## src/rtl/system_memory_ctrl_pkg.sv

```systemverilog
// Shared types and state encoding for the grid-store sequencer.
package system_memory_ctrl_pkg;

  localparam logic [1:0] STATE_IDLE   = 2'd0;
  localparam logic [1:0] STATE_LOAD   = 2'd1;
  localparam logic [1:0] STATE_RUN    = 2'd2;
  localparam logic [1:0] STATE_OUTPUT = 2'd3;

  typedef enum logic [1:0] {
    IDLE   = STATE_IDLE,
    LOAD   = STATE_LOAD,
    RUN    = STATE_RUN,
    OUTPUT = STATE_OUTPUT
  } ctrl_state_t;

endpackage

```

## src/rtl/system_memory_ctrl.sv

```systemverilog
// Sequencer for the grid store: turns host requests into LOAD/RUN/OUTPUT mode
// strobes, counts bits and generations, and pulses DONE on completion.
module system_memory_ctrl
  import system_memory_ctrl_pkg::*;
#(
  parameter int unsigned DATA_SIZE = 5,
  parameter int unsigned GEN_WIDTH = 8
) (
  input  logic                 CLK,
  input  logic                 RESET,
  input  logic                 LOAD_REQ,
  input  logic                 RUN_REQ,
  input  logic                 OUTPUT_REQ,
  input  logic [GEN_WIDTH-1:0] GENERATIONS,
  input  logic                 ABORT,
  input  logic                 SERIAL_IN_VALID,
  output logic                 SERIAL_IN_READY,
  input  logic                 OUTPUT_READY,
  output logic                 SERIAL_OUT_VALID,
  output logic                 LOAD_MODE,
  output logic                 RUN_MODE,
  output logic                 OUTPUT_MODE,
  output logic                 BUSY,
  output logic                 DONE,
  output logic [1:0]           STATE
);

  localparam int unsigned BitW = $clog2(DATA_SIZE + 1);
  localparam logic [BitW-1:0] LastBit = BitW'(DATA_SIZE - 1);

  ctrl_state_t          state_q, state_d;
  logic [BitW-1:0]      bit_cnt_q, bit_cnt_d;
  logic [GEN_WIDTH-1:0] gen_cnt_q, gen_cnt_d;
  logic                 done_q, done_d;
  logic                 sov_q, sov_d;

  // Mode strobes: load/output gated by the handshake, run decoded from state.
  always_comb begin
    LOAD_MODE       = (state_q == LOAD) && SERIAL_IN_VALID;
    RUN_MODE        = (state_q == RUN);
    OUTPUT_MODE     = (state_q == OUTPUT) && OUTPUT_READY;
    SERIAL_IN_READY = (state_q == LOAD);
    BUSY            = (state_q != IDLE);
    STATE           = state_q;
    DONE            = done_q;
    SERIAL_OUT_VALID = sov_q;
  end

  // Next-state, counter and completion-pulse logic; ABORT overrides everything.
  always_comb begin
    state_d   = state_q;
    bit_cnt_d = bit_cnt_q;
    gen_cnt_d = gen_cnt_q;
    done_d    = 1'b0;
    // Memory SERIAL_OUT changes on the shift edge, so valid trails by one cycle.
    sov_d     = OUTPUT_MODE;

    if (ABORT) begin
      state_d   = IDLE;
      bit_cnt_d = '0;
      gen_cnt_d = '0;
    end else begin
      unique case (state_q)
        IDLE: begin
          if (RUN_REQ) begin
            if (GENERATIONS == '0) begin
              // Zero-length run completes without ever entering RUN.
              done_d = 1'b1;
            end else begin
              state_d   = RUN;
              gen_cnt_d = GENERATIONS;
            end
          end else if (LOAD_REQ) begin
            state_d   = LOAD;
            bit_cnt_d = '0;
          end else if (OUTPUT_REQ) begin
            state_d   = OUTPUT;
            bit_cnt_d = '0;
          end
        end
        LOAD: begin
          if (SERIAL_IN_VALID) begin
            if (bit_cnt_q == LastBit) begin
              state_d   = IDLE;
              bit_cnt_d = '0;
              done_d    = 1'b1;
            end else begin
              bit_cnt_d = bit_cnt_q + BitW'(1);
            end
          end
        end
        RUN: begin
          if (gen_cnt_q != '0) begin
            gen_cnt_d = gen_cnt_q - GEN_WIDTH'(1);
          end
          if (gen_cnt_q <= GEN_WIDTH'(1)) begin
            state_d = IDLE;
            done_d  = 1'b1;
          end
        end
        OUTPUT: begin
          if (OUTPUT_READY) begin
            if (bit_cnt_q == LastBit) begin
              state_d   = IDLE;
              bit_cnt_d = '0;
              done_d    = 1'b1;
            end else begin
              bit_cnt_d = bit_cnt_q + BitW'(1);
            end
          end
        end
        default: state_d = IDLE;
      endcase
    end
  end

  // State and counter registers.
  always_ff @(posedge CLK or negedge RESET) begin
    if (!RESET) begin
      state_q   <= IDLE;
      bit_cnt_q <= '0;
      gen_cnt_q <= '0;
      done_q    <= 1'b0;
      sov_q     <= 1'b0;
    end else begin
      state_q   <= state_d;
      bit_cnt_q <= bit_cnt_d;
      gen_cnt_q <= gen_cnt_d;
      done_q    <= done_d;
      sov_q     <= sov_d;
    end
  end

endmodule
```

## config.mk

```make
export PLATFORM = sky130hd
export DESIGN_NAME = system_memory_ctrl
export DESIGN_NICKNAME = d
export VERILOG_FILES = /design/src/rtl/system_memory_ctrl_pkg.sv /design/src/rtl/system_memory_ctrl.sv
export SDC_FILE = /design/constraint.sdc
export NUM_CORES = 1
export LEC_CHECK = 0
export CORE_MARGIN = 2
export CORE_UTILIZATION = 37
export DETAILED_ROUTE_END_ITERATION = 8
export GPL_ROUTABILITY_DRIVEN = 0
export PLACE_DENSITY = 0.65
export SLEW_MARGIN = 30
export SYNTH_ARGS = -nofsm -noshare
export SYNTH_HDL_FRONTEND = slang
export SYNTH_SLANG_ARGS = --single-unit
```

## constraint.sdc

```tcl
create_clock -name CLK -period 1.84 [get_ports CLK]
set_input_delay 0.368 -clock CLK [delete_from_list [all_inputs] [get_ports CLK]]
set_output_delay 0.368 -clock CLK [all_outputs]
set_load 0.01 [all_outputs]
```

==> impl_metrics.csv <==
group,metric,value,unit
critical_path,arrival,2030,ps
die,fp-row-count,20,
power,switching_share,42.3,%
yosys,synth_compound_area_share,23.5,%
power,peakVddDrop,0.760,mV
timing,hold_viol,0,
yosys,synth_warnings,0,
timing,rsz0062_at_grt,"true",
critical_path,endpoint_kind,"flip-flop",
clock_tree,cts_tree,"done",
finish,layout_common_cells,"buf_4 (30), clkdlybuf4s50_1 (14), dfrtp_1 (13)",
clock_tree,cts.sink_count,15,
run,max-cap-violations,0,
route,dr.pass1.iters,4,
timing,fin_hold_ws,352,ps
die,die-height,60.2,um
yosys,synthCells,131,
placed_design,placed_area,1630,um2
grt,grt_usage,20.4,%
route,wl,3.32,mm
power,p_clk_share,8.5,%
critical_path,r2r_slack,-5,ps
power,p_comb_share,66.8,%
finish,drive_gt1_share,32.8,%
route,routedWlPerCell,14.4,um
route,drt_iter0_markers,37,
die,die_x,60.2,um
die,num_io_pins,25,
yosys,yosys.area_share.simple,22.8,%
timing,final_max_slew_viol_count,0,
run_status,status,"finished with violations",
clock_tree,cts_buffers,3,
die,initial_core_util,38.6,%
timing,finalCritPeriodShare,100,%
yosys,synthMuxAreaShare,5.68,%
timing,worst_slack,-4.66,ps
yosys,ys_types,37,
run_status,violations,"negative setup slack",
power,internal_power,0.00133,W
clock_tree,clk_pin_slew,100,ps
route,ant_nets,0,
clock_tree,cts_hold_buf,0,
route,drcViolationCount,0,
yosys,syn_area,1170,um2
yosys,synth_edf_count,0,
critical_path,cp-start-kind,"flip-flop",
yosys,postSynth.asyncResetShare,100,%
power,p_per_area,1290,nW/um2
critical_path,cp.required,2030,ps
route,vias,1212,
yosys,yosysSeqAreaShare,32.2,%
grt,antenna_found_initial,0,
yosys,synth_ff_type,"dfrtp_1",
finish,postLayoutCellArea,1790,um2
placed_design,dp_hpwl,2.58,mm
placed_design,io_buffers,24,
timing,slew_headroom,73.9,%
finish,layout_commonest_cell,"buf_4",
timing,clock_skew,2.94,ps
timing,period_minus_slack,1840,ps
grt,grt_overflow,0,
timing,setup_tns,-6.92,ps
grt,first_global_vias,1183,
yosys,ys_ff_latch,15,
yosys,synth_nets,157,
critical_path,reg2regPathDepth,6,
clock_tree,clk_latency,290,ps
grt,grt_max_degree,13,
die,core_area,3030,um2
grt,grt_pass1_wl,5.46,mm
min_path,hp-class,"in -> async",
power,leakagePower,0.825,nW
critical_path,reg2reg_from,"STATE[0]",
timing,fmax,542,MHz
clock_tree,cts_buffer_depth,2,
critical_path,r2r_end,"STATE[1]",
yosys,synth_xor_area_share,0,%
timing,tightest_slew,391,ps
power,switchingPower,0.000978,W
finish,n_antenna_cell,0,
critical_path,crit_type,"reg -> reg",
route,via_per_inst,5.27,
power,p_seq_share,24.7,%
yosys,synth_fa_ha_area_share,10.7,%
timing,finalSetupViolCount,2,
yosys,syn_avg_cell_area,8.91,um2
yosys,synth_top_family_by_area,"compound AO/OA/AOI/OAI gates",
finish,nNetsFinal,213,
finish,area_growth,52.9,%
clock_tree,root_buffer,"clkbuf_4",
critical_path,cp-startpoint,"STATE[0]",
critical_path,crit_fanout,4,
die,fp.dieArea,3620,um2
clock_tree,h-tree-depth,1,
-- worst max-delay path, stage by stage, from the launching register on --
cell      delay (ps)
dfrtp_2          450
ha_2             220
nand2b_1         120
a21oi_2           70
a211o_1          280
or3_4            370
a32o_1           220
-- state kept, by name, summed over array words and instances, names as in the netlist --
register / count
bit_cnt_q: 3
gen_cnt_q: 8
STATE: 2
DONE: 1
SERIAL_OUT_VALID: 1
-- power groups by stage --
stage	Clock, W	Combinational [W]	Sequential, W
final	0.000197	0.00154	0.000571
after global placement	0	0.00134	0.000554
after floorplan	0	0.000742	0.000560
after detailed placement	0	0.00138	0.000561
after CTS	0.000206	0.00148	0.000551
after global routing	0.000222	0.00170	0.000588
-- metal layers --
layer	GRT usage (%)	part of all wire, %	wire length (um)	vias up
met5	0	0	0	-
met4	4.76	0.96	32	0
met2	34.3	51	1690	32
met1	26.5	44	1460	587
li1	-	-	-	591
met3	4.55	4.1	137	2
-- layout make-up --
type	instances	area [um2]
inverter	9	33.8
multi-input combinational	103	816
fill	257	1240
clock inverter	1	5.00
clock buffer	3	22.5
timing repair buffer	55	475
tap	44	55.1
sequential	15	378
-- cell families (layout without fill, tap and decap cells) --
kind of cell	after synthesis	after routing
buffers and inverters	13	68
muxes	6	6
DFF	15	15
AOI/OAI and AO/OA	40	40
adders and majority gates	10	10
and+or+nand+nor	47	47
-- timing repair --
item,in CTS,in global routing
buffers inserted,5,0
gates resized for setup,18,13
endpoints found under the setup margin,11,12
pin swaps,3,9
-- per-stage QoR --
step | setup WS (ps) | std cells | util (%) | power, W
4_1_cts | 3.66 | 230 | 57.6 | 0.00223
6_report | -4.66 | 230 | 59.0 | 0.00231
3_5_place_dp | -347 | 221 | 53.9 | 0.00194
3_3_place_gp | -318 | 221 | 53.9 | 0.00189
2_1_floorplan | 9.95 | 131 | - | 0.00130
5_1_grt | -94.9 | 230 | 59.0 | 0.00251
-- worst max path at each step --
stage	endpoint	slack, ps	cells past startpoint
2_1_floorplan	gen_cnt_q[1]	10	6
5_1_grt	STATE[1]	-90	6
3_3_place_gp	gen_cnt_q[1]	-320	6
3_5_place_dp	gen_cnt_q[1]	-350	6
6_report	STATE[1]	-5	6
4_1_cts	STATE[1]	4	7
-- Yosys cell counts (2+ instances only) --
library cell	instances	share of area, %
a211oi_1	2	1.3
a21oi_1	5	2.1
a31oi_1	4	2.1
a41oi_1	2	1.5
and2_1	2	1.1
clkbuf_1	2	0.64
dfrtp_1	15	32
ha_1	10	11
inv_1	9	2.9
mux2i_1	4	3.4
nand2_1	7	2.3
nand2b_1	6	3.2
nor2_1	12	3.9
nor2b_1	6	3.2
nor3_1	3	1.3
nor4_1	2	1.1
o21ai_0	12	5.1
o31ai_1	7	4.5
or2_2	2	1.1
or4_4	2	1.9
Note: power is estimated with default switching activity, not from simulation.
